`config.mk`:
```
export PLATFORM = sky130hd
export DESIGN_NAME = cache_mgmt_unit_flat
export DESIGN_NICKNAME = d
export VERILOG_FILES = /design/src/rtl/cache_mgmt_unit_pkg.sv /design/src/rtl/cache_mgmt_unit_if.sv /design/src/rtl/cache_mgmt_unit.sv /design/src/flat_wrapper.sv
export SDC_FILE = /design/constraint.sdc
export NUM_CORES = 1
export LEC_CHECK = 0
export CAP_MARGIN = 30
export CORE_ASPECT_RATIO = 1.25
export CORE_MARGIN = 5
export CORE_UTILIZATION = 38
export DETAILED_ROUTE_END_ITERATION = 8
export GPL_ROUTABILITY_DRIVEN = 0
export PLACE_DENSITY = 0.82
export RECOVER_POWER = 100
export SLEW_MARGIN = 20
export SYNTH_ARGS = -nofsm -noshare
export SYNTH_HDL_FRONTEND = slang
export SYNTH_SLANG_ARGS = --single-unit
```
`constraint.sdc`:
```
create_clock -name clk -period 2.55 [get_ports clk]
set_clock_uncertainty 0.15 [all_clocks]
set_input_delay 0.51 -clock clk [delete_from_list [all_inputs] [get_ports clk]]
set_output_delay 0.51 -clock clk [all_outputs]
set_load 0.02 [all_outputs]
```
`src/rtl/cache_mgmt_unit_pkg.sv`:
```
// Shared definitions for the cache management unit.
//   - address field widths for the direct-mapped cache (tag/index/word/byte)
//   - width/sign codes carried on u_b_h_w
//   - FSM state encoding, also visible on the debug port
//   - block_addr(): builds a word-aligned address inside a cache block
package cache_mgmt_unit_pkg;

  localparam int ADDR_W        = 32;
  localparam int DATA_W        = 32;
  localparam int TAG_W         = 23;  // addr[31:9]
  localparam int INDEX_W       = 5;   // addr[8:4]
  localparam int WORD_W        = 2;   // addr[3:2]
  localparam int BYTE_W        = 2;   // addr[1:0]
  localparam int ELEMENT_WORDS = 4;   // words per cache block

  localparam logic [WORD_W-1:0] LAST_WORD = WORD_W'(ELEMENT_WORDS - 1);

  // Width/sign codes (load: sign-extended unless the U bit [2] is set).
  localparam logic [2:0] UBHW_B  = 3'b000;
  localparam logic [2:0] UBHW_H  = 3'b001;
  localparam logic [2:0] UBHW_W  = 3'b010;
  localparam logic [2:0] UBHW_BU = 3'b100;
  localparam logic [2:0] UBHW_HU = 3'b101;

  typedef enum logic [2:0] {
    S_IDLE    = 3'd0,
    S_CHECK   = 3'd1,
    S_BACK_RD = 3'd2,
    S_BACK_WR = 3'd3,
    S_FILL    = 3'd4
  } cmu_state_t;

  function automatic logic [ADDR_W-1:0] block_addr(
    input logic [TAG_W-1:0]   tag,
    input logic [INDEX_W-1:0] index,
    input logic [WORD_W-1:0]  word
  );
    return {tag, index, word, {BYTE_W{1'b0}}};
  endfunction

endpackage

```
`src/rtl/cache_mgmt_unit_if.sv`:
```
// Bus bundle between the CPU, the cache array, main memory and the cache
// management unit.
//   slave  : the view taken by cache_mgmt_unit
//   master : the view taken by the surrounding system (CPU, cache, memory)
//
// Handshakes:
//   CPU    -> en_r/en_w with addr_rw/u_b_h_w/data_w are held stable while
//             stall is high; the request completes on the rising edge where
//             stall is low (data_r is valid after that edge for reads).
//   memory -> mem_cs_o with mem_we_o/mem_addr_o/mem_data_o are held stable
//             until the one-cycle mem_ack_i pulse; the word transfers on that
//             edge (mem_data_i is sampled in the ack cycle for reads).
//   cache  -> cache_* strobes are single-cycle; cache_hit/valid/dirty/tag/dout
//             are registered and reflect the previous cycle's cache_addr.
interface cache_mgmt_unit_if;
  import cache_mgmt_unit_pkg::*;

  // CPU side
  logic              en_r;
  logic              en_w;
  logic [ADDR_W-1:0] addr_rw;
  logic [2:0]        u_b_h_w;
  logic [DATA_W-1:0] data_w;
  logic [DATA_W-1:0] data_r;
  logic              stall;

  // Cache array side
  logic [ADDR_W-1:0] cache_addr;
  logic [DATA_W-1:0] cache_din;
  logic [2:0]        cache_u_b_h_w;
  logic              cache_load;
  logic              cache_edit;
  logic              cache_store;
  logic              cache_hit;
  logic              cache_valid;
  logic              cache_dirty;
  logic [TAG_W-1:0]  cache_tag;
  logic [DATA_W-1:0] cache_dout;

  // Memory side
  logic              mem_cs_o;
  logic              mem_we_o;
  logic [ADDR_W-1:0] mem_addr_o;
  logic [DATA_W-1:0] mem_data_o;
  logic [DATA_W-1:0] mem_data_i;
  logic              mem_ack_i;

  modport slave (
    input  en_r, en_w, addr_rw, u_b_h_w, data_w,
    output data_r, stall,
    output cache_addr, cache_din, cache_u_b_h_w, cache_load, cache_edit, cache_store,
    input  cache_hit, cache_valid, cache_dirty, cache_tag, cache_dout,
    output mem_cs_o, mem_we_o, mem_addr_o, mem_data_o,
    input  mem_data_i, mem_ack_i
  );

  modport master (
    output en_r, en_w, addr_rw, u_b_h_w, data_w,
    input  data_r, stall,
    input  cache_addr, cache_din, cache_u_b_h_w, cache_load, cache_edit, cache_store,
    output cache_hit, cache_valid, cache_dirty, cache_tag, cache_dout,
    input  mem_cs_o, mem_we_o, mem_addr_o, mem_data_o,
    output mem_data_i, mem_ack_i
  );

endinterface

```
`src/rtl/cache_mgmt_unit.sv`:
```
// Cache management unit: sits between the CPU and a direct-mapped,
// write-back cache with 4-word blocks, and refills/evicts blocks from main
// memory one word at a time.
//
// Ports:
//   clk       : sole clock, rising edge
//   rst       : synchronous, active-high; returns to S_IDLE and abandons any
//               memory access in flight
//   bus       : cache_mgmt_unit_if.slave (CPU, cache array and memory buses)
//   dbg_state : current FSM state
//
// Flow: S_IDLE issues the CPU access to the cache, S_CHECK inspects the
// registered hit result. A miss on a dirty valid block writes the victim
// back (S_BACK_RD reads one word from the cache, S_BACK_WR sends it to
// memory), then S_FILL brings in the requested block. After the fill the FSM
// returns to S_IDLE with the CPU request still pending, so the access is
// simply reissued and hits.
module cache_mgmt_unit
  import cache_mgmt_unit_pkg::*;
(
  input  logic               clk,
  input  logic               rst,
  cache_mgmt_unit_if.slave   bus,
  output cmu_state_t         dbg_state
);

  cmu_state_t          state_q, state_d;
  logic [WORD_W-1:0]   cnt_q, cnt_d;

  // The CPU holds its request stable until stall drops, so only the block
  // fields needed while the cache is busy with other addresses are captured.
  logic [TAG_W-1:0]    req_tag_q;
  logic [INDEX_W-1:0]  req_index_q;
  logic                is_read_q;
  logic [TAG_W-1:0]    victim_tag_q;
  logic [DATA_W-1:0]   wb_data_q;
  logic                wb_first_q;
  logic [DATA_W-1:0]   data_r_q;

  logic                req;
  logic                latch_req;
  logic                latch_victim;
  logic                load_rdata;

  assign req       = bus.en_r | bus.en_w;
  assign dbg_state = state_q;
  assign bus.data_r = data_r_q;

  // Next-state and output decode.
  always_comb begin
    state_d           = state_q;
    cnt_d             = cnt_q;
    latch_req         = 1'b0;
    latch_victim      = 1'b0;
    load_rdata        = 1'b0;
    bus.stall         = 1'b0;
    bus.cache_addr    = '0;
    bus.cache_din     = '0;
    bus.cache_u_b_h_w = '0;
    bus.cache_load    = 1'b0;
    bus.cache_edit    = 1'b0;
    bus.cache_store   = 1'b0;
    bus.mem_cs_o      = 1'b0;
    bus.mem_we_o      = 1'b0;
    bus.mem_addr_o    = '0;
    bus.mem_data_o    = '0;

    // Only a hit in S_CHECK lets the CPU proceed.
    bus.stall = req & ~((state_q == S_CHECK) & bus.cache_hit);

    unique case (state_q)
      S_IDLE: begin
        if (req) begin
          bus.cache_addr    = bus.addr_rw;
          bus.cache_din     = bus.data_w;
          bus.cache_u_b_h_w = bus.u_b_h_w;
          // Write wins when both enables are high.
          bus.cache_edit    = bus.en_w;
          bus.cache_load    = bus.en_r & ~bus.en_w;
          latch_req         = 1'b1;
          state_d           = S_CHECK;
        end
      end

      S_CHECK: begin
        if (bus.cache_hit) begin
          load_rdata = is_read_q;
          state_d    = S_IDLE;
        end else begin
          latch_victim = 1'b1;
          cnt_d        = '0;
          state_d      = (bus.cache_valid & bus.cache_dirty) ? S_BACK_RD : S_FILL;
        end
      end

      S_BACK_RD: begin
        bus.cache_addr = block_addr(victim_tag_q, req_index_q, cnt_q);
        state_d        = S_BACK_WR;
      end

      S_BACK_WR: begin
        bus.mem_cs_o   = 1'b1;
        bus.mem_we_o   = 1'b1;
        bus.mem_addr_o = block_addr(victim_tag_q, req_index_q, cnt_q);
        // The cache word arrives in the first cycle here; it is held in
        // wb_data_q for the remaining cycles of the memory write.
        bus.mem_data_o = wb_first_q ? bus.cache_dout : wb_data_q;
        if (bus.mem_ack_i) begin
          if (cnt_q == LAST_WORD) begin
            cnt_d   = '0;
            state_d = S_FILL;
          end else begin
            cnt_d   = cnt_q + 1'b1;
            state_d = S_BACK_RD;
          end
        end
      end

      S_FILL: begin
        bus.mem_cs_o   = 1'b1;
        bus.mem_we_o   = 1'b0;
        bus.mem_addr_o = block_addr(req_tag_q, req_index_q, cnt_q);
        if (bus.mem_ack_i) begin
          bus.cache_store   = 1'b1;
          bus.cache_addr    = bus.mem_addr_o;
          bus.cache_din     = bus.mem_data_i;
          bus.cache_u_b_h_w = UBHW_W;
          if (cnt_q == LAST_WORD) begin
            cnt_d   = '0;
            state_d = S_IDLE;
          end else begin
            cnt_d   = cnt_q + 1'b1;
          end
        end
      end

      default: begin
        state_d = S_IDLE;
      end
    endcase
  end

  // State register and request/victim latches.
  always_ff @(posedge clk) begin
    if (rst) begin
      state_q      <= S_IDLE;
      cnt_q        <= '0;
      req_tag_q    <= '0;
      req_index_q  <= '0;
      is_read_q    <= 1'b0;
      victim_tag_q <= '0;
      wb_data_q    <= '0;
      wb_first_q   <= 1'b0;
      data_r_q     <= '0;
    end else begin
      state_q    <= state_d;
      cnt_q      <= cnt_d;
      wb_first_q <= (state_q == S_BACK_RD);
      if (latch_req) begin
        req_tag_q   <= bus.addr_rw[ADDR_W-1 -: TAG_W];
        req_index_q <= bus.addr_rw[WORD_W+BYTE_W +: INDEX_W];
        is_read_q   <= ~bus.en_w;
      end
      if (latch_victim) begin
        victim_tag_q <= bus.cache_tag;
      end
      if (wb_first_q) begin
        wb_data_q <= bus.cache_dout;
      end
      if (load_rdata) begin
        data_r_q <= bus.cache_dout;
      end
    end
  end

endmodule
```
`src/flat_wrapper.sv`:
```
// flat-port wrapper written by rule: the top's interface ports become plain ports
module cache_mgmt_unit_flat import cache_mgmt_unit_pkg::*;
  (clk, rst, dbg_state, bus_en_r, bus_en_w, bus_addr_rw, bus_u_b_h_w, bus_data_w, bus_data_r, bus_stall, bus_cache_addr, bus_cache_din, bus_cache_u_b_h_w, bus_cache_load, bus_cache_edit, bus_cache_store, bus_cache_hit, bus_cache_valid, bus_cache_dirty, bus_cache_tag, bus_cache_dout, bus_mem_cs_o, bus_mem_we_o, bus_mem_addr_o, bus_mem_data_o, bus_mem_data_i, bus_mem_ack_i);
  cache_mgmt_unit_if bus_i ();
  input  logic clk;
  input  logic rst;
  output cmu_state_t dbg_state;
  input wire logic [$bits(bus_i.en_r)-1:0] bus_en_r;
  input wire logic [$bits(bus_i.en_w)-1:0] bus_en_w;
  input wire logic [$bits(bus_i.addr_rw)-1:0] bus_addr_rw;
  input wire logic [$bits(bus_i.u_b_h_w)-1:0] bus_u_b_h_w;
  input wire logic [$bits(bus_i.data_w)-1:0] bus_data_w;
  output wire logic [$bits(bus_i.data_r)-1:0] bus_data_r;
  output wire logic [$bits(bus_i.stall)-1:0] bus_stall;
  output wire logic [$bits(bus_i.cache_addr)-1:0] bus_cache_addr;
  output wire logic [$bits(bus_i.cache_din)-1:0] bus_cache_din;
  output wire logic [$bits(bus_i.cache_u_b_h_w)-1:0] bus_cache_u_b_h_w;
  output wire logic [$bits(bus_i.cache_load)-1:0] bus_cache_load;
  output wire logic [$bits(bus_i.cache_edit)-1:0] bus_cache_edit;
  output wire logic [$bits(bus_i.cache_store)-1:0] bus_cache_store;
  input wire logic [$bits(bus_i.cache_hit)-1:0] bus_cache_hit;
  input wire logic [$bits(bus_i.cache_valid)-1:0] bus_cache_valid;
  input wire logic [$bits(bus_i.cache_dirty)-1:0] bus_cache_dirty;
  input wire logic [$bits(bus_i.cache_tag)-1:0] bus_cache_tag;
  input wire logic [$bits(bus_i.cache_dout)-1:0] bus_cache_dout;
  output wire logic [$bits(bus_i.mem_cs_o)-1:0] bus_mem_cs_o;
  output wire logic [$bits(bus_i.mem_we_o)-1:0] bus_mem_we_o;
  output wire logic [$bits(bus_i.mem_addr_o)-1:0] bus_mem_addr_o;
  output wire logic [$bits(bus_i.mem_data_o)-1:0] bus_mem_data_o;
  input wire logic [$bits(bus_i.mem_data_i)-1:0] bus_mem_data_i;
  input wire logic [$bits(bus_i.mem_ack_i)-1:0] bus_mem_ack_i;
  assign bus_i.en_r = bus_en_r;
  assign bus_i.en_w = bus_en_w;
  assign bus_i.addr_rw = bus_addr_rw;
  assign bus_i.u_b_h_w = bus_u_b_h_w;
  assign bus_i.data_w = bus_data_w;
  assign bus_data_r = bus_i.data_r;
  assign bus_stall = bus_i.stall;
  assign bus_cache_addr = bus_i.cache_addr;
  assign bus_cache_din = bus_i.cache_din;
  assign bus_cache_u_b_h_w = bus_i.cache_u_b_h_w;
  assign bus_cache_load = bus_i.cache_load;
  assign bus_cache_edit = bus_i.cache_edit;
  assign bus_cache_store = bus_i.cache_store;
  assign bus_i.cache_hit = bus_cache_hit;
  assign bus_i.cache_valid = bus_cache_valid;
  assign bus_i.cache_dirty = bus_cache_dirty;
  assign bus_i.cache_tag = bus_cache_tag;
  assign bus_i.cache_dout = bus_cache_dout;
  assign bus_mem_cs_o = bus_i.mem_cs_o;
  assign bus_mem_we_o = bus_i.mem_we_o;
  assign bus_mem_addr_o = bus_i.mem_addr_o;
  assign bus_mem_data_o = bus_i.mem_data_o;
  assign bus_i.mem_data_i = bus_mem_data_i;
  assign bus_i.mem_ack_i = bus_mem_ack_i;
  cache_mgmt_unit u_core (.clk(clk), .rst(rst), .bus(bus_i), .dbg_state(dbg_state));
endmodule
```
==> results of run 1 <==
==> final timing paths <==
| check | to | startpoint | slack [ps] | depth (start not counted) |
|---|---|---|---|---|
| max | bus_cache_din[1] | u_core.dbg_state[1]$_SDFFE_PP0P_ | 5 | 6 |
| min | u_core.bus.data_r[18]$_SDFFE_PP0P_ | u_core.bus.data_r[18]$_SDFFE_PP0P_ | 300 | 2 |
| max reg2reg | u_core.dbg_state[2]$_SDFFE_PP0P_ | u_core.dbg_state[2]$_SDFFE_PP0P_ | 270 | 6 |
| min reg2reg | u_core.bus.data_r[18]$_SDFFE_PP0P_ | u_core.bus.data_r[18]$_SDFFE_PP0P_ | 300 | 2 |
==> registers in the layout, summed over array words and instances, names as in the netlist, 2 cells and up <==
signal               cells
u_core.cnt_q             2
u_core.bus.data_r       32
u_core.dbg_state         3
u_core.req_index_q       5
u_core.wb_data_q        32
u_core.req_tag_q        23
u_core.victim_tag_q     23
==> layer usage <==
metal  routed length, um  part of all wire (%)  GRT usage [%]
met2               12500                    50           44.5
met3                2000                   8.0           8.49
met1                9370                    38           30.6
met5                  13                 0.052              0
met4                 937                   3.8           9.75
==> through the flow <==
stage | setup slack (ps) | TNS [ps] | util (%)
finish | 4.64 | 0 | 69.8
global route | -97.1 | -1580 | 69.8
CTS | -60.1 | -60.1 | 70.1
detailed placement | -537 | -33070 | 66.0
global placement | -544 | -32760 | 66.0
floorplan | 263 | 0 | -
==> synthesized netlist by cell type, drive strengths merged, types with 2 or more instances <==
| library cell | count | area (sq um) |
|---|---|---|
| nor3 | 5 | 30.0 |
| dfxtp | 122 | 2440 |
| and2 | 7 | 43.8 |
| nor2b | 9 | 58.8 |
| a21oi | 88 | 440 |
| o21ai | 4 | 20.0 |
| inv | 3 | 11.3 |
| mux2i | 32 | 320 |
| nand2 | 208 | 783 |
| buf | 34 | 189 |
| a31oi | 2 | 12.5 |
| nor2 | 74 | 285 |
| nand3 | 3 | 15.0 |
| a22oi | 24 | 180 |
| clkbuf | 24 | 90.1 |
| a22o | 58 | 508 |
==> cell families (layout without fill, tap and decap cells) <==
kind of cell,after synthesis,count (layout)
multiplexers,32,32
flip-flops,122,122
AO/OA/AOI/OAI,178,178
adder cells (fa/ha/maj),1,1
AND/OR/NAND/NOR,312,312
buffers and inverters,61,449
other,1,2
==> layout make-up <==
class                   count  share of cell area, %
multi-input cells         525                   29.1
clock buffers              19                   4.43
inverters                   3                  0.188
well taps                 178                   2.23
repair buffers            414                   38.4
flip-flops and latches    122                   24.5
clock inverters            13                   1.10
==> power groups by stage <==
| stage | Sequential [mW] | Clock, mW | Combinational [mW] |
|---|---|---|---|
| after floorplan | 2.07 | 0 | 0.510 |
| after global placement | 2.07 | 0 | 1.23 |
| after detailed placement | 2.07 | 0 | 1.24 |
| after CTS | 2.03 | 2.25 | 1.23 |
| after global routing | 2.04 | 2.35 | 1.41 |
| final | 2.04 | 2.22 | 1.34 |
==> cells in the final DEF (no fill, tap or decap), types with 3 or more instances in the layout <==
| cell | n |
|---|---|
| a21oi_1 | 88 |
| a22o_1 | 58 |
| a22oi_1 | 24 |
| and2_1 | 6 |
| buf_12 | 12 |
| buf_16 | 3 |
| buf_2 | 47 |
| buf_4 | 61 |
| buf_6 | 23 |
| clkbuf_1 | 5 |
| clkbuf_16 | 23 |
| clkbuf_2 | 41 |
| clkdlybuf4s15_2 | 12 |
| clkdlybuf4s50_1 | 156 |
| clkinvlp_4 | 5 |
| dfxtp_1 | 119 |
| dlygate4sd2_1 | 8 |
| dlygate4sd3_1 | 36 |
| inv_6 | 7 |
| mux2i_1 | 32 |
| nand2_1 | 183 |
| nand2_2 | 23 |
| nor2_1 | 70 |
| nor2b_1 | 7 |
| nor3_1 | 4 |
==> critical path: stages (launching register included) <==
cell	delay, ps
dfxtp_4	380
nor3_4	190
and2b_4	320
buf_6	160
clkbuf_16	160
a22o_1	140
buf_6	120
==> timing repair <==
item                                    4_1_cts  5_1_grt
buffers inserted                              3        5
hold endpoints to repair                      0        0
resized for setup                           359      223
endpoints found under the setup margin      134      108
pin swaps                                     1        7
hold buffers                                  0        0
gates cloned                                  4        6
==> impl_metrics.env, run 1 <==
export IMPL_status="finished clean"
export IMPL_hold_class="register to register"
export IMPL_drive_gt1_share_pct=25.7
export IMPL_synth_top_family_by_area="simple AND/OR/NAND/NOR gates"
export IMPL_synth_cells=707
export IMPL_dpl_cell_count=1225
export IMPL_ios=334
export IMPL_clk_pin_slew_ps=60
export IMPL_cts_tree="yes"
export IMPL_antenna_left=0
export IMPL_power_mw=5.59
export IMPL_period_share_pct=99.8
export IMPL_clock_power_share_pct=39.7
export IMPL_wl_um=24900
export IMPL_grt_max_degree=49
export IMPL_synthArstFlopShare_pct=0
export IMPL_p_sw_share_pct=29.2
export IMPL_rsz0062_at_grt="yes"
export IMPL_cts_sinks=122
export IMPL_clock_root_buffer="clkbuf_16"
export IMPL_grt_first_pass_wirelength_um=36300
export IMPL_antenna_cells=0
export IMPL_yosys_area_share_simple_pct=23.3
export IMPL_dp_hpwl_um=16600
export IMPL_drc=0
export IMPL_die_h_um=145
export IMPL_wire_per_inst_um=19.5
export IMPL_via_count=6631
export IMPL_cp_data_required_time_ps=1890
export IMPL_setup_viol=0
export IMPL_internal_power_mw=3.96
export IMPL_synthMuxAreaShare_pct=5.78
export IMPL_peakVddDrop_mv=0.459
export IMPL_timing_hold_ws_ps=298
export IMPL_multi_input_area_sq_mm=0.00292
export IMPL_fin_area_sq_mm=0.0100
export IMPL_synth_cell_types=33
export IMPL_syn_area_per_cell_sq_um=7.84
export IMPL_maxCapViolations=0
export IMPL_powerDensity_mw_per_mm2=559
export IMPL_dieArea_sq_mm=0.0171
export IMPL_synth_main_ff_cell="dfxtp_1"
export IMPL_dr_pass1_iters=5
export IMPL_synth_edf_count=0
export IMPL_viasPerCell=5.20
export IMPL_synth_compound_area_share_pct=21.3
export IMPL_place_port_buffers=331
export IMPL_switchingPower_mw=1.64
export IMPL_die_w_um=118
export IMPL_cp_start_kind="register"
export IMPL_cts_max_level=4
export IMPL_max_freq_ghz=0.393
export IMPL_cts_buffers=17
export IMPL_clkLatencyLatePin_ps=400
export IMPL_rows=49
export IMPL_instances_no_fill=1274
export IMPL_crit_type="register to output pin"
export IMPL_grtUsageTotal_pct=26.1
export IMPL_fill_cells=1192
export IMPL_place_area_sq_mm=0.00946
export IMPL_seqPwrFrac_pct=36.4
export IMPL_syn_to_final_growth_pct=80.6
export IMPL_core_area_sq_mm=0.0143
export IMPL_crit_arrival_ps=1890
export IMPL_ys_seq_area_share_pct=44.1
export IMPL_worstSetupEndpointType="output pin"
export IMPL_drv_slew=0
export IMPL_fin_nets=1246
export IMPL_pwr_share_comb_pct=23.9
export IMPL_antenna_found_initial=1
export IMPL_relSlewSlack_pct=30.0
export IMPL_ys_ff_latch=122
export IMPL_start_util_pct=38.6
export IMPL_first_global_vias=6459
export IMPL_yosysWarnings=0
export IMPL_fin_crit_ps=2550
export IMPL_grt_overflow=0
export IMPL_synth_fa_ha_area_share_pct=0.226
export IMPL_regArea_sq_mm=0.00245
export IMPL_ctsLongestPathBuffers=2
export IMPL_hold_viol=0
export IMPL_worst_slew_pin_slew_ps=1050
export IMPL_netlist_area_sq_mm=0.00554
export IMPL_synth_xor_area_share_pct=0
export IMPL_first_iter_violations=445
export IMPL_p_leak_nw=4.25
export IMPL_worst_path_max_fanout=7
Note: power is estimated with default switching activity, not from simulation.
==> run 2: changes to the inputs <==
--- a/config.mk
+++ b/config.mk
@@ -5,14 +5,16 @@
 export SDC_FILE = /design/constraint.sdc
 export NUM_CORES = 1
 export LEC_CHECK = 0
+export ABC_AREA = 1
 export CAP_MARGIN = 30
 export CORE_ASPECT_RATIO = 1.25
 export CORE_MARGIN = 5
 export CORE_UTILIZATION = 38
 export DETAILED_ROUTE_END_ITERATION = 8
 export GPL_ROUTABILITY_DRIVEN = 0
-export PLACE_DENSITY = 0.82
+export PLACE_DENSITY = 0.81
 export RECOVER_POWER = 100
+export REMOVE_ABC_BUFFERS = 1
 export SLEW_MARGIN = 20
 export SYNTH_ARGS = -nofsm -noshare
 export SYNTH_HDL_FRONTEND = slang
==> run 2 against run 1 <==
  * Power is 3.4% higher
  * Critical path type unchanged
  * Combinational power is 10% higher
  * The run now ends with max-capacitance violations, max-slew violations left
  * Clock power hardly changed
  * First-iteration DRC count is 14% lower
==> impl_metrics.env, run 2 <==
export IMPL_cp_slowest_stage_delay_ps=330
export IMPL_dp_hpwl_um=18900
export IMPL_crit_path_frequent_cell="buf_4"
export IMPL_core_area_sq_mm=0.0145
export IMPL_cts_sinks=122
export IMPL_synth_common_cells="nor2_1 (163), dfxtp_1 (122), nand2_1 (103), o21ai_0 (62), a21oi_1 (49)"
export IMPL_period_share_pct=98.0
export IMPL_grtUsageTotal_pct=28.1
export IMPL_worst_path_max_fanout=12
export IMPL_place_ws_ps=-483
export IMPL_synth_main_ff_cell="dfxtp_1"
export IMPL_fin_nets=1272
export IMPL_cts_tree="yes"
export IMPL_crit_type="register to output pin"
export IMPL_grt_max_degree=67
export IMPL_die_w_um=119
export IMPL_fin_util_pct=67.9
export IMPL_ctsLongestPathBuffers=2
export IMPL_place_port_buffers=331
export IMPL_powerDensity_mw_per_mm2=589
export IMPL_syn_area_per_cell_sq_um=7.59
export IMPL_cts_max_level=4
export IMPL_ios=334
export IMPL_dieArea_sq_mm=0.0173
export IMPL_synth_most_common_cell="nor2_1"
export IMPL_drt_met1_wl_um=9030
export IMPL_violations="max-capacitance violations, max-slew violations"
export IMPL_netlist_area_sq_mm=0.00562
export IMPL_cts_buffers=17
export IMPL_cts_hold_buf=0
export IMPL_drv_slew=67
export IMPL_setup_slack_ps=52.0
export IMPL_peakVddDrop_mv=0.399
export IMPL_drc=0
export IMPL_holdPathStages=2
export IMPL_first_global_vias=6849
export IMPL_dpl_cell_count=1262
export IMPL_path_cells="buf_4 -> nor2_2 -> nand2_2 -> buf_4 -> buf_6 -> o221ai_1 -> buf_4"
export IMPL_yosysTopAreaCell="dfxtp_1"
export IMPL_ys_seq_area_share_pct=43.5
export IMPL_final_common_cell="clkdlybuf4s50_1"
export IMPL_hold_viol=0
export IMPL_crit_arrival_ps=1840
export IMPL_ys_ff_latch=122
export IMPL_yosysWarnings=0
export IMPL_reg2regPathDepth=9
export IMPL_dr_max_layer_used="met5"
export IMPL_wl_um=25300
export IMPL_die_h_um=146
export IMPL_synth_cells=740
export IMPL_dr_pass1_iters=5
export IMPL_hold_end="u_core.req_tag_q[8]$_SDFFE_PP0P_"
export IMPL_instances_no_fill=1302
export IMPL_synthArstFlopShare_pct=0
export IMPL_syn_to_final_growth_pct=74.9
export IMPL_first_iter_violations=381
export IMPL_viasPerCell=5.24
export IMPL_clock_root_buffer="clkbuf_16"
export IMPL_antenna_left=0
export IMPL_min_from="u_core.req_tag_q[8]$_SDFFE_PP0P_"
export IMPL_rows=49
export IMPL_max_freq_ghz=0.400
export IMPL_grt_first_pass_wirelength_um=38100
export IMPL_synth_area_leaders="dfxtp_1 (43%), nor2_1 (11%), nand2_1 (6.9%), a22o_1 (6.4%), mux2i_1 (5.7%)"
export IMPL_start_util_pct=38.8
export IMPL_cp_start_kind="register"
export IMPL_synth_top_area_share_pct=43.5
export IMPL_relSlewSlack_pct=-2.84
export IMPL_cp_data_required_time_ps=1890
export IMPL_wl_met2_um=12400
export IMPL_fin_crit_ps=2500
export IMPL_via_count=6820
export IMPL_synth_edf_count=0
export IMPL_wl_met3_um=3220
export IMPL_hold_class="register to register"
export IMPL_slowest_stage="dfxtp_1"
export IMPL_status="complete, but fails checks"
export IMPL_clkLatencyLatePin_ps=400
export IMPL_wire_per_inst_um=19.4
export IMPL_maxCapViolations=1
export IMPL_fill_cells=1207
export IMPL_finalSetupTns_ps=0
export IMPL_worst_slew_pin_slew_ps=1540
export IMPL_drive_gt1_share_pct=18.5
export IMPL_antenna_found_initial=12
export IMPL_r2r_setup_slack_ps=320
export IMPL_clk_pin_slew_ps=60
export IMPL_r2r_end="u_core.bus.data_r[9]$_SDFFE_PP0P_"
export IMPL_final_cell_mix="clkdlybuf4s50_1 (192), nor2_1 (165), dfxtp_1 (119)"
export IMPL_grt_overflow=0
export IMPL_setup_viol=0
export IMPL_synth_cell_types=29
export IMPL_worstSetupEndpointType="output pin"
export IMPL_reg2reg_from="u_core.dbg_state[0]$_SDFFE_PP0P_"
export IMPL_p_leak_nw=4.31
[run 2: final cells by class]
type                       instances  area [sq um]  share of cell area [%]
timing repair buffer             401          3650                    37.1
multi-input combinational        526          2780                    28.3
sequential                       122          2450                    25.0
clock buffer                      21           470                    4.79
tap                              178           223                    2.27
inverter                          41           161                    1.64
clock inverter                    11          85.1                   0.866
antenna                            2          5.00                  0.0510
[run 2: repair_timing]
item | 4_1_cts | 5_1_grt
setup buffers | 3 | 1
setup endpoints to repair | 130 | 82
gates resized for setup | 332 | 91
pin swaps | 3 | 0
gates cloned | 2 | 0
[run 2: cells by family after synthesis]
| group | after synthesis | share of synthesized area (%) |
|---|---|---|
| compound gates | 182 | 20.0 |
| other cells | 1 | 0.0668 |
| simple gates | 309 | 22.6 |
| flops | 122 | 43.5 |
| mux | 32 | 5.70 |
| buf+inv | 93 | 7.89 |
| fa+ha+maj | 1 | 0.223 |
[run 2: how the worst max path moves through the flow]
stage	depth (start not counted)	slack (ps)	end	start
floorplan	4	-600	bus_mem_addr_o[2]	u_core.dbg_state[0]$_SDFFE_PP0P_
global placement	7	-450	bus_cache_addr[25]	bus_en_w
detailed placement	6	-480	bus_cache_addr[3]	bus_mem_ack_i
CTS	8	-30	bus_cache_addr[3]	u_core.dbg_state[0]$_SDFFE_PP0P_
global route	5	-20	bus_mem_addr_o[30]	u_core.dbg_state[0]$_SDFFE_PP0P_
finish	7	50	bus_cache_addr[14]	u_core.dbg_state[0]$_SDFFE_PP0P_
[run 2: report_power, final]
| group | internal, mW | leakage, nW | total (mW) | switching (mW) |
|---|---|---|---|---|
| clock network | 1.33 | 0.267 | 2.23 | 0.901 |
| registers | 2.01 | 0.995 | 2.07 | 0.0584 |
| logic | 0.716 | 3.05 | 1.48 | 0.767 |
| total | 4.06 | 4.31 | 5.79 | 1.73 |
[run 2: metrics by stage]
step / power, mW / hold slack (ps) / cell area [sq um]
2_1_floorplan: 2.72 / 285 / 5330
3_3_place_gp: 3.60 / 298 / 9490
3_5_place_dp: 3.62 / 302 / 9490
4_1_cts: 5.83 / 311 / 9970
5_1_grt: 6.03 / 330 / 9820
6_report: 5.79 / 308 / 9820
[run 2: worst max-delay path: cells and delay by family, from the launching register on]
kind,cells,cell delay [ps]
buffers and inverters,4,680
AOI/OAI and AO/OA,1,220
and+or+nand+nor,2,210
DFF,1,330
[run 2: routing by layer]
layer  up-vias  track usage [%]
met3        50             15.1
li1       3216                -
met2       361             47.7
met4        20             9.57
met5         -                0
met1      3173             29.7
